==> config.mk <==
export PLATFORM = sky130hd
export DESIGN_NAME = mem_rr_arbiter
export DESIGN_NICKNAME = d
export VERILOG_FILES = /design/src/rtl/mem_arb_pkg.sv /design/src/rtl/mem_rr_arbiter_rr_pick.sv /design/src/rtl/mem_rr_arbiter.sv
export SDC_FILE = /design/constraint.sdc
export NUM_CORES = 1
export LEC_CHECK = 0
export CAP_MARGIN = 20
export CORE_ASPECT_RATIO = 1.4
export CORE_UTILIZATION = 38
export CTS_BUF_LIST = sky130_fd_sc_hd__clkbuf_4 sky130_fd_sc_hd__clkbuf_8 sky130_fd_sc_hd__clkbuf_16
export DETAILED_ROUTE_END_ITERATION = 7
export PLACE_DENSITY_LB_ADDON = 0.3
export RECOVER_POWER = 50
export SLEW_MARGIN = 10
export SYNTH_ARGS = -nofsm -noshare
export SYNTH_HDL_FRONTEND = slang
export SYNTH_SLANG_ARGS = --single-unit
==> constraint.sdc <==
create_clock -name clk_i -period 2.1 [get_ports clk_i]
set_clock_uncertainty 0.2 [all_clocks]
set_input_delay 0.42 -clock clk_i [delete_from_list [all_inputs] [get_ports clk_i]]
set_output_delay 0.42 -clock clk_i [all_outputs]
set_load 0.005 [all_outputs]
==> src/rtl/mem_arb_pkg.sv <==
// ---------------------------------------------------------------------------
// mem_arb_pkg
// Shared definitions for the round-robin memory arbiter:
//   - arb_state_t    : arbiter FSM state encoding (IDLE, ISSUE, WAIT, RESP)
//   - MEM_WIDTH      : data width of the shared single-port SRAM
//   - MEM_ADDR_WIDTH : address width of the shared single-port SRAM
// ---------------------------------------------------------------------------
package mem_arb_pkg;

    localparam int MEM_WIDTH      = 16;
    localparam int MEM_ADDR_WIDTH = 10;

    typedef enum logic [1:0] {
        ST_IDLE  = 2'd0,
        ST_ISSUE = 2'd1,
        ST_WAIT  = 2'd2,
        ST_RESP  = 2'd3
    } arb_state_t;

endpackage

==> src/rtl/mem_rr_arbiter_rr_pick.sv <==
// ---------------------------------------------------------------------------
// rr_pick
// Combinational round-robin selector. Searches the request vector upward
// starting at last_grant+1, wrapping modulo NUM_REQ, and returns the first
// set bit.
// Ports:
//   req        in  NUM_REQ    request vector
//   last_grant in  IDX_WIDTH  index of the most recently served requester
//   any_req    out 1          at least one request bit is set
//   grant      out IDX_WIDTH  selected requester index (0 when any_req=0)
// ---------------------------------------------------------------------------
module rr_pick #(
    parameter int NUM_REQ   = 4,
    parameter int IDX_WIDTH = 2
) (
    input  logic [NUM_REQ-1:0]   req,
    input  logic [IDX_WIDTH-1:0] last_grant,
    output logic                 any_req,
    output logic [IDX_WIDTH-1:0] grant
);

    // Candidate gi is the requester at search distance gi+1 from last_grant.
    logic [IDX_WIDTH-1:0] cand_idx [NUM_REQ];
    logic [NUM_REQ-1:0]   cand_hit;

    genvar gi;
    generate
        for (gi = 0; gi < NUM_REQ; gi++) begin : g_cand
            logic [IDX_WIDTH:0] sum;
            // last_grant < NUM_REQ and offset <= NUM_REQ, so one
            // conditional subtraction is enough to wrap.
            always_comb begin
                sum = {1'b0, last_grant} + (IDX_WIDTH+1)'(gi + 1);
                if (sum >= (IDX_WIDTH+1)'(NUM_REQ)) begin
                    sum = sum - (IDX_WIDTH+1)'(NUM_REQ);
                end
            end
            assign cand_idx[gi] = sum[IDX_WIDTH-1:0];
            assign cand_hit[gi] = req[cand_idx[gi]];
        end
    endgenerate

    // Nearest candidate wins: scan from the farthest down so the closest
    // hit is the last one assigned.
    always_comb begin
        any_req = 1'b0;
        grant   = '0;
        for (int i = NUM_REQ - 1; i >= 0; i--) begin
            if (cand_hit[i]) begin
                any_req = 1'b1;
                grant   = cand_idx[i];
            end
        end
    end

endmodule

==> src/rtl/mem_rr_arbiter.sv <==
// ---------------------------------------------------------------------------
// mem_rr_arbiter
// Round-robin arbiter sharing one single-port valid/ready SRAM between
// NUM_REQ requesters. One transaction at a time: IDLE picks a requester,
// ISSUE drives a one-cycle mem_valid_o pulse, WAIT waits for mem_ready_i,
// RESP drives a one-cycle req_ready_o pulse to the served requester.
// Every access therefore takes 4 cycles.
//
// Optional build macro: MEM_ARB_TIMEOUT_EN
//   defined   : WAIT gives up after TIMEOUT cycles and completes the access
//               with err_o=1 (and req_rdata_o=0 for a read).
//   undefined : WAIT waits indefinitely, err_o is constant 0.
//
// Ports:
//   clk_i        in   clock
//   rst_i        in   synchronous active-high reset
//   req_valid_i  in   [NUM_REQ]            per-requester request
//   req_wr_rd_i  in   [NUM_REQ]            1=write, 0=read
//   req_addr_i   in   [NUM_REQ*ADDR_WIDTH] packed addresses
//   req_wdata_i  in   [NUM_REQ*WIDTH]      packed write data
//   req_ready_o  out  [NUM_REQ]            one-hot completion pulse
//   req_rdata_o  out  [WIDTH]              read data, valid with ready
//   grant_id_o   out  [IDX_WIDTH]          current / last granted index
//   err_o        out                       timeout pulse (with ready)
//   mem_valid_o  out                       to memory valid
//   mem_wr_rd_o  out                       to memory wr_rd
//   mem_addr_o   out  [ADDR_WIDTH]         to memory addr
//   mem_wdata_o  out  [WIDTH]              to memory wdata
//   mem_rdata_i  in   [WIDTH]              from memory rdata
//   mem_ready_i  in                        from memory ready
// ---------------------------------------------------------------------------
module mem_rr_arbiter
    import mem_arb_pkg::*;
#(
    parameter int NUM_REQ    = 4,
    parameter int IDX_WIDTH  = 2,
    parameter int WIDTH      = MEM_WIDTH,
    parameter int ADDR_WIDTH = MEM_ADDR_WIDTH,
    parameter int TIMEOUT    = 15
) (
    input  logic                          clk_i,
    input  logic                          rst_i,
    input  logic [NUM_REQ-1:0]            req_valid_i,
    input  logic [NUM_REQ-1:0]            req_wr_rd_i,
    input  logic [NUM_REQ*ADDR_WIDTH-1:0] req_addr_i,
    input  logic [NUM_REQ*WIDTH-1:0]      req_wdata_i,
    output logic [NUM_REQ-1:0]            req_ready_o,
    output logic [WIDTH-1:0]              req_rdata_o,
    output logic [IDX_WIDTH-1:0]          grant_id_o,
    output logic                          err_o,
    output logic                          mem_valid_o,
    output logic                          mem_wr_rd_o,
    output logic [ADDR_WIDTH-1:0]         mem_addr_o,
    output logic [WIDTH-1:0]              mem_wdata_o,
    input  logic [WIDTH-1:0]              mem_rdata_i,
    input  logic                          mem_ready_i
);

    // Requester 0 must win the first arbitration after reset.
    localparam logic [IDX_WIDTH-1:0] LAST_GRANT_RST = IDX_WIDTH'(NUM_REQ - 1);

    arb_state_t            state_reg,      state_next;
    logic [IDX_WIDTH-1:0]  last_grant_reg, last_grant_next;
    logic [IDX_WIDTH-1:0]  grant_reg,      grant_next;
    logic                  mem_valid_reg,  mem_valid_next;
    logic                  mem_wr_rd_reg,  mem_wr_rd_next;
    logic [ADDR_WIDTH-1:0] mem_addr_reg,   mem_addr_next;
    logic [WIDTH-1:0]      mem_wdata_reg,  mem_wdata_next;
    logic [NUM_REQ-1:0]    ready_reg,      ready_next;
    logic [WIDTH-1:0]      rdata_reg,      rdata_next;
    logic                  err_reg,        err_next;

    // Unpacked views of the packed request buses.
    logic [ADDR_WIDTH-1:0] addr_arr  [NUM_REQ];
    logic [WIDTH-1:0]      wdata_arr [NUM_REQ];
    // One-hot decode of the granted index, used for the ready pulse.
    logic [NUM_REQ-1:0]    grant_onehot;

    logic                  any_req;
    logic [IDX_WIDTH-1:0]  pick_idx;

    genvar gi;
    generate
        for (gi = 0; gi < NUM_REQ; gi++) begin : g_unpack
            assign addr_arr[gi]     = req_addr_i[gi*ADDR_WIDTH +: ADDR_WIDTH];
            assign wdata_arr[gi]    = req_wdata_i[gi*WIDTH +: WIDTH];
            assign grant_onehot[gi] = (grant_reg == IDX_WIDTH'(gi));
        end
    endgenerate

    rr_pick #(
        .NUM_REQ   (NUM_REQ),
        .IDX_WIDTH (IDX_WIDTH)
    ) u_rr_pick (
        .req        (req_valid_i),
        .last_grant (last_grant_reg),
        .any_req    (any_req),
        .grant      (pick_idx)
    );

`ifdef MEM_ARB_TIMEOUT_EN
    localparam int CNT_W = $clog2(TIMEOUT + 1);
    logic [CNT_W-1:0] wait_cnt_reg, wait_cnt_next;
    // Counts completed WAIT cycles; expiry is the edge ending cycle TIMEOUT.
    logic             wait_expired;
    assign wait_expired = (wait_cnt_reg == CNT_W'(TIMEOUT - 1));
`else
    // TIMEOUT is accepted so both builds share one interface; it has no
    // effect when the watchdog is compiled out.
    generate
        if (TIMEOUT < 1) begin : g_timeout_ignored
        end
    endgenerate
`endif

    always_comb begin
        state_next      = state_reg;
        last_grant_next = last_grant_reg;
        grant_next      = grant_reg;
        mem_valid_next  = 1'b0;
        mem_wr_rd_next  = mem_wr_rd_reg;
        mem_addr_next   = mem_addr_reg;
        mem_wdata_next  = mem_wdata_reg;
        ready_next      = '0;
        rdata_next      = rdata_reg;
        err_next        = 1'b0;
`ifdef MEM_ARB_TIMEOUT_EN
        wait_cnt_next   = wait_cnt_reg;
`endif

        case (state_reg)
            ST_IDLE: begin
                if (any_req) begin
                    grant_next     = pick_idx;
                    mem_valid_next = 1'b1;
                    mem_wr_rd_next = req_wr_rd_i[pick_idx];
                    mem_addr_next  = addr_arr[pick_idx];
                    mem_wdata_next = wdata_arr[pick_idx];
                    state_next     = ST_ISSUE;
                end
            end

            ST_ISSUE: begin
                // mem_valid_o was high for exactly this cycle.
`ifdef MEM_ARB_TIMEOUT_EN
                wait_cnt_next = '0;
`endif
                state_next = ST_WAIT;
            end

            ST_WAIT: begin
                if (mem_ready_i) begin
                    if (!mem_wr_rd_reg) begin
                        rdata_next = mem_rdata_i;
                    end
                    ready_next      = grant_onehot;
                    last_grant_next = grant_reg;
                    state_next      = ST_RESP;
                end
`ifdef MEM_ARB_TIMEOUT_EN
                else if (wait_expired) begin
                    if (!mem_wr_rd_reg) begin
                        rdata_next = '0;
                    end
                    ready_next      = grant_onehot;
                    err_next        = 1'b1;
                    last_grant_next = grant_reg;
                    state_next      = ST_RESP;
                end else begin
                    wait_cnt_next = wait_cnt_reg + CNT_W'(1);
                end
`endif
            end

            ST_RESP: begin
                // The served requester still shows valid here, so no
                // arbitration until IDLE.
                state_next = ST_IDLE;
            end

            default: begin
                state_next = ST_IDLE;
            end
        endcase
    end

    always_ff @(posedge clk_i) begin
        if (rst_i) begin
            state_reg      <= ST_IDLE;
            last_grant_reg <= LAST_GRANT_RST;
            grant_reg      <= '0;
            mem_valid_reg  <= 1'b0;
            mem_wr_rd_reg  <= 1'b0;
            mem_addr_reg   <= '0;
            mem_wdata_reg  <= '0;
            ready_reg      <= '0;
            rdata_reg      <= '0;
            err_reg        <= 1'b0;
        end else begin
            state_reg      <= state_next;
            last_grant_reg <= last_grant_next;
            grant_reg      <= grant_next;
            mem_valid_reg  <= mem_valid_next;
            mem_wr_rd_reg  <= mem_wr_rd_next;
            mem_addr_reg   <= mem_addr_next;
            mem_wdata_reg  <= mem_wdata_next;
            ready_reg      <= ready_next;
            rdata_reg      <= rdata_next;
            err_reg        <= err_next;
        end
    end

`ifdef MEM_ARB_TIMEOUT_EN
    always_ff @(posedge clk_i) begin
        if (rst_i) begin
            wait_cnt_reg <= '0;
        end else begin
            wait_cnt_reg <= wait_cnt_next;
        end
    end
`endif

    assign req_ready_o = ready_reg;
    assign req_rdata_o = rdata_reg;
    assign grant_id_o  = grant_reg;
    assign err_o       = err_reg;
    assign mem_valid_o = mem_valid_reg;
    assign mem_wr_rd_o = mem_wr_rd_reg;
    assign mem_addr_o  = mem_addr_reg;
    assign mem_wdata_o = mem_wdata_reg;

endmodule
==> report_table.html <==
<table>
<tr><th>Metric</th><th>Value</th></tr>
<tr><th colspan="2">GRT</th></tr>
<tr><td>GRT Overall Usage</td><td>0.2308</td></tr>
<tr><td>Via count of the first global-routing pass</td><td>3334</td></tr>
<tr><td>Largest net degree at the start of global routing</td><td>31</td></tr>
<tr><td>Initial antenna violation count</td><td>0</td></tr>
<tr><td>Congestion Overflow GR</td><td>0</td></tr>
<tr><td>First-pass GRT wire length</td><td>~15 mm</td></tr>
<tr><th colspan="2">Synthesis</th></tr>
<tr><td>Proportion of synthesized chip area in sequential cells</td><td>0.3588</td></tr>
<tr><td>Netlist cell types</td><td>37</td></tr>
<tr><td>Most repeated cell in the gate-level netlist after synthesis</td><td>sky130_fd_sc_hd__dfxtp_1</td></tr>
<tr><td>Area share of the largest cell type after synthesis</td><td>0.3588</td></tr>
<tr><td>Synth top area cells</td><td>sky130_fd_sc_hd__dfxtp_1 (36%), sky130_fd_sc_hd__a211oi_1 (10%), sky130_fd_sc_hd__mux2_2 (8.2%)</td></tr>
<tr><td>Mapped Cells</td><td>335</td></tr>
<tr><td>Number of enable-type register cells in the synthesized netlist</td><td>0</td></tr>
<tr><td>Most numerous cell types in the synthesized netlist</td><td>sky130_fd_sc_hd__dfxtp_1 (54), sky130_fd_sc_hd__a211oi_1 (41), sky130_fd_sc_hd__nand2_1 (38), sky130_fd_sc_hd__inv_1 (25), sky130_fd_sc_hd__mux2_2 (22)</td></tr>
<tr><td>Commonest register cell after synthesis</td><td>sky130_fd_sc_hd__dfxtp_1</td></tr>
<tr><td>Share of synthesized registers carrying an async set or reset</td><td>0</td></tr>
<tr><td>Most area-hungry cell type in the Yosys netlist</td><td>sky130_fd_sc_hd__dfxtp_1</td></tr>
<tr><td>Post-synthesis net count</td><td>approximately 470</td></tr>
<tr><td>Post-Synthesis Cell Area</td><td>between 3000 and 4000 um2</td></tr>
<tr><td>Syn Area/Cell</td><td>~9 um2</td></tr>
<tr><td>Warnings from Yosys</td><td>0</td></tr>
<tr><td>Count of state elements after synthesis</td><td>54</td></tr>
<tr><th colspan="2">Route</th></tr>
<tr><td>Wire length per cell after detailed routing</td><td>around 15 um</td></tr>
<tr><td>Number of nets with antenna violations after routing</td><td>0</td></tr>
<tr><td>TritonRoute pass-1 iters</td><td>4</td></tr>
<tr><td>Initial DRC count</td><td>roughly 150</td></tr>
<tr><td>Detailed-route DRC error count</td><td>0</td></tr>
<tr><td>Detailed-route vias per instance</td><td>roughly 5.2</td></tr>
<tr><td>Detailed Route WL</td><td>roughly 9.5 mm</td></tr>
<tr><td>Vias</td><td>around 3300</td></tr>
<tr><th colspan="2">Run status</th></tr>
<tr><td>Run status</td><td>complete, no violations</td></tr>
<tr><th colspan="2">Placement</th></tr>
<tr><td>Cell count after placement</td><td>613</td></tr>
<tr><td>Port buffer count</td><td>180</td></tr>
<tr><td>Final GP Congestion</td><td>0.8421</td></tr>
<tr><td>Standard cell area after detailed placement</td><td>between 5000 and 6000 um2</td></tr>
<tr><td>Post-detail-place hpwl</td><td>just over 7 mm</td></tr>
<tr><th colspan="2">Finish</th></tr>
<tr><td>Fill count</td><td>just over 600</td></tr>
<tr><td>Multi-input combinational cell area</td><td>approximately 1700 um2</td></tr>
<tr><td>Layout Cells excl Fill</td><td>~630</td></tr>
<tr><td>N_diodes</td><td>0</td></tr>
<tr><td>Proportion of layout cells with a drive suffix above 1</td><td>0.1842</td></tr>
<tr><td>Area used by sequential logic in the layout</td><td>around 1100 um2</td></tr>
<tr><td>Final design utilization</td><td>0.6920</td></tr>
<tr><td>Design area</td><td>about 5300 um2</td></tr>
<tr><td>Area Overhead vs Synth</td><td>76.91%</td></tr>
<tr><td>Number of nets in the layout</td><td>665</td></tr>
<tr><th colspan="2">STA</th></tr>
<tr><td>Post-layout minimum cycle time</td><td>between 2 and 2.5 ns</td></tr>
<tr><td>Final Hold Vio Count</td><td>0</td></tr>
<tr><td>RSZ-0062 raised after global routing</td><td>yes</td></tr>
<tr><td>Post-route worst hold slack</td><td>0.2570 ns</td></tr>
<tr><td>Max Transition Viols Final</td><td>0</td></tr>
<tr><td>Final worst-path cycle share</td><td>0.9932</td></tr>
<tr><td>Final setup viols</td><td>0</td></tr>
<tr><td>Highest achievable clock rate</td><td>roughly 480 MHz</td></tr>
<tr><th colspan="2">Setup path</th></tr>
<tr><td>CP Data Required Time</td><td>approximately 2.1 ns</td></tr>
<tr><td>Crit path DAT</td><td>2.08 ns</td></tr>
<tr><td>Launching element type of the critical path</td><td>primary input</td></tr>
<tr><td>Number of cell instances on the worst register-to-register path</td><td>7</td></tr>
<tr><td>Critical setup path kind</td><td>in -&gt; reg</td></tr>
<tr><td>Maximum fanout encountered on the critical timing path</td><td>10</td></tr>
<tr><td>Category of the worst setup path capture point</td><td>flop</td></tr>
<tr><th colspan="2">Clock tree</th></tr>
<tr><td>Hold Buf Count CTS</td><td>0</td></tr>
<tr><td>Root buffer cell</td><td>sky130_fd_sc_hd__clkbuf_8</td></tr>
<tr><td>TritonCTS clock tree</td><td>yes</td></tr>
<tr><td>Count of clock tree sinks</td><td>54</td></tr>
<tr><td>Clock network latency to the later pin of the worst-skew pair</td><td>approximately 0.31 ns</td></tr>
<tr><td>Reg clk slew, reported paths</td><td>approximately 0.09 ns</td></tr>
<tr><td>TritonCTS Buffers</td><td>5</td></tr>
<tr><td>H-tree Lvls</td><td>2</td></tr>
<tr><td>Buffer depth of the longest clock path</td><td>2</td></tr>
<tr><th colspan="2">Floorplan</th></tr>
<tr><td>Total die area</td><td>about 8300 um2</td></tr>
<tr><td>FP Rows</td><td>38</td></tr>
<tr><td>Die boundary height</td><td>~110 um</td></tr>
<tr><td>Core footprint</td><td>between 7000 and 8000 um2</td></tr>
<tr><td>Initial Util</td><td>0.3912</td></tr>
<tr><td>Number of top-level pins</td><td>about 180</td></tr>
<tr><td>Die X</td><td>between 70 and 80 um</td></tr>
<tr><th colspan="2">Power</th></tr>
<tr><td>Pwr Total</td><td>around 4.6 mW</td></tr>
<tr><td>IR drop worst, VDD</td><td>about 0.00042 V</td></tr>
<tr><td>Ratio of total power to cell area</td><td>858.0 nW/um2</td></tr>
<tr><td>Leakage power</td><td>around 2.2 nW</td></tr>
<tr><th colspan="2">Hold path</th></tr>
<tr><td>Class of the most critical hold timing path</td><td>reg -&gt; reg</td></tr>
<tr><td>Instance count along the most critical hold path</td><td>2</td></tr>
<tr><th colspan="2">Run</th></tr>
<tr><td>Number of maximum-capacitance constraint violations</td><td>0</td></tr>
</table>
-- timing repair --
| action | CTS | global route |
|---|---|---|
| setup buffers | 5 | 5 |
| cloned | 2 | 0 |
| gates resized for setup | 11 | 9 |
| endpoints found under the setup margin | 27 | 11 |
| pin swaps | 4 | 0 |
-- final cells by class --
class | count | share of cell area
Inverter | 25 | 0.01761
Clock inverter | 2 | 0.003052
Sequential cell | 54 | 0.2038
Tap cell | 100 | 0.02347
Multi-Input combinational cell | 227 | 0.3249
Clock buffer | 6 | 0.01549
Timing Repair Buffer | 218 | 0.4117
-- metrics by stage --
stage / TNS, ns / worst slack [ns]
3_5_place_dp: -12.64 / -0.5177
6_report: 0 / 0.01421
3_3_place_gp: -12.00 / -0.4954
5_1_grt: -0.2442 / -0.04935
4_1_cts: -0.02216 / -0.009175
2_1_floorplan: 0 / 0.08058
-- cells by family (layout without fill, tap and decap cells) --
group / Yosys count / in the layout / synth area share
multiplexers: 36 / 36 / 0.1487
other: 1 / 1 / 0.001245
AND/OR/NAND/NOR: 100 / 100 / 0.1777
AO/OA/AOI/OAI: 87 / 87 / 0.2209
flip-flops: 54 / 54 / 0.3588
adder cells (fa/ha/maj): 3 / 3 / 0.01246
buffers and inverters: 54 / 251 / 0.08015
-- cells in the final DEF, fill, tap and decap left out, types with 3 or more instances in the layout --
| master | instances |
|---|---|
| sky130_fd_sc_hd__clkbuf_8 | 6 |
| sky130_fd_sc_hd__a211o_1 | 3 |
| sky130_fd_sc_hd__buf_12 | 7 |
| sky130_fd_sc_hd__a221o_1 | 17 |
| sky130_fd_sc_hd__nor2_1 | 19 |
| sky130_fd_sc_hd__dfxtp_1 | 52 |
| sky130_fd_sc_hd__clkdlybuf4s50_1 | 156 |
| sky130_fd_sc_hd__ha_1 | 3 |
| sky130_fd_sc_hd__dlygate4sd3_1 | 19 |
| sky130_fd_sc_hd__nor4_1 | 10 |
| sky130_fd_sc_hd__buf_4 | 22 |
| sky130_fd_sc_hd__a211oi_2 | 5 |
| sky130_fd_sc_hd__a211oi_1 | 36 |
| sky130_fd_sc_hd__inv_1 | 25 |
| sky130_fd_sc_hd__mux2_4 | 12 |
| sky130_fd_sc_hd__dlygate4sd2_1 | 4 |
| sky130_fd_sc_hd__nor3b_1 | 17 |
| sky130_fd_sc_hd__nand2_1 | 38 |
| sky130_fd_sc_hd__and3_1 | 4 |
| sky130_fd_sc_hd__mux2_2 | 22 |
| sky130_fd_sc_hd__a21oi_1 | 19 |
| sky130_fd_sc_hd__buf_6 | 5 |
-- worst max-delay path: stages --
cell,delay [ns]
sky130_fd_sc_hd__dlygate4sd2_1,0.28
sky130_fd_sc_hd__a211o_1,0.35
sky130_fd_sc_hd__buf_4,0.14
sky130_fd_sc_hd__buf_4,0.13
sky130_fd_sc_hd__a31o_1,0.24
sky130_fd_sc_hd__buf_12,0.15
sky130_fd_sc_hd__a211oi_1,0.26
sky130_fd_sc_hd__nor4_1,0.10
-- path summary, 6_finish.rpt --
check                        end  slack (ns)              start
setup reg to reg   mem_addr_o[0]        0.05  last_grant_reg[1]
setup / recovery   mem_addr_o[3]        0.01     req_valid_i[3]
hold / removal    req_rdata_o[6]        0.26     req_rdata_o[6]
hold reg to reg   req_rdata_o[6]        0.26     req_rdata_o[6]
-- routing by layer --
| metal | wire length [um] | GRT usage | share of wire | up-vias |
|---|---|---|---|---|
| met5 | 0 | 0 | 0 | - |
| met4 | 252 | 0.09569 | 0.026 | 0 |
| met3 | 715 | 0.05593 | 0.075 | 22 |
| met2 | 5157 | 0.4488 | 0.54 | 160 |
| met1 | 3407 | 0.2288 | 0.36 | 1509 |
| li1 | - | - | - | 1606 |
-- report_power, final --
group | internal [mW] | leakage, nW | switching (mW)
registers | 1.32 | 0.442 | 0.175
logic | 1.47 | 1.66 | 0.985
clock network | 0.272 | 0.0478 | 0.353
total | 3.06 | 2.15 | 1.51
Note: power is estimated with default switching activity, not from simulation.
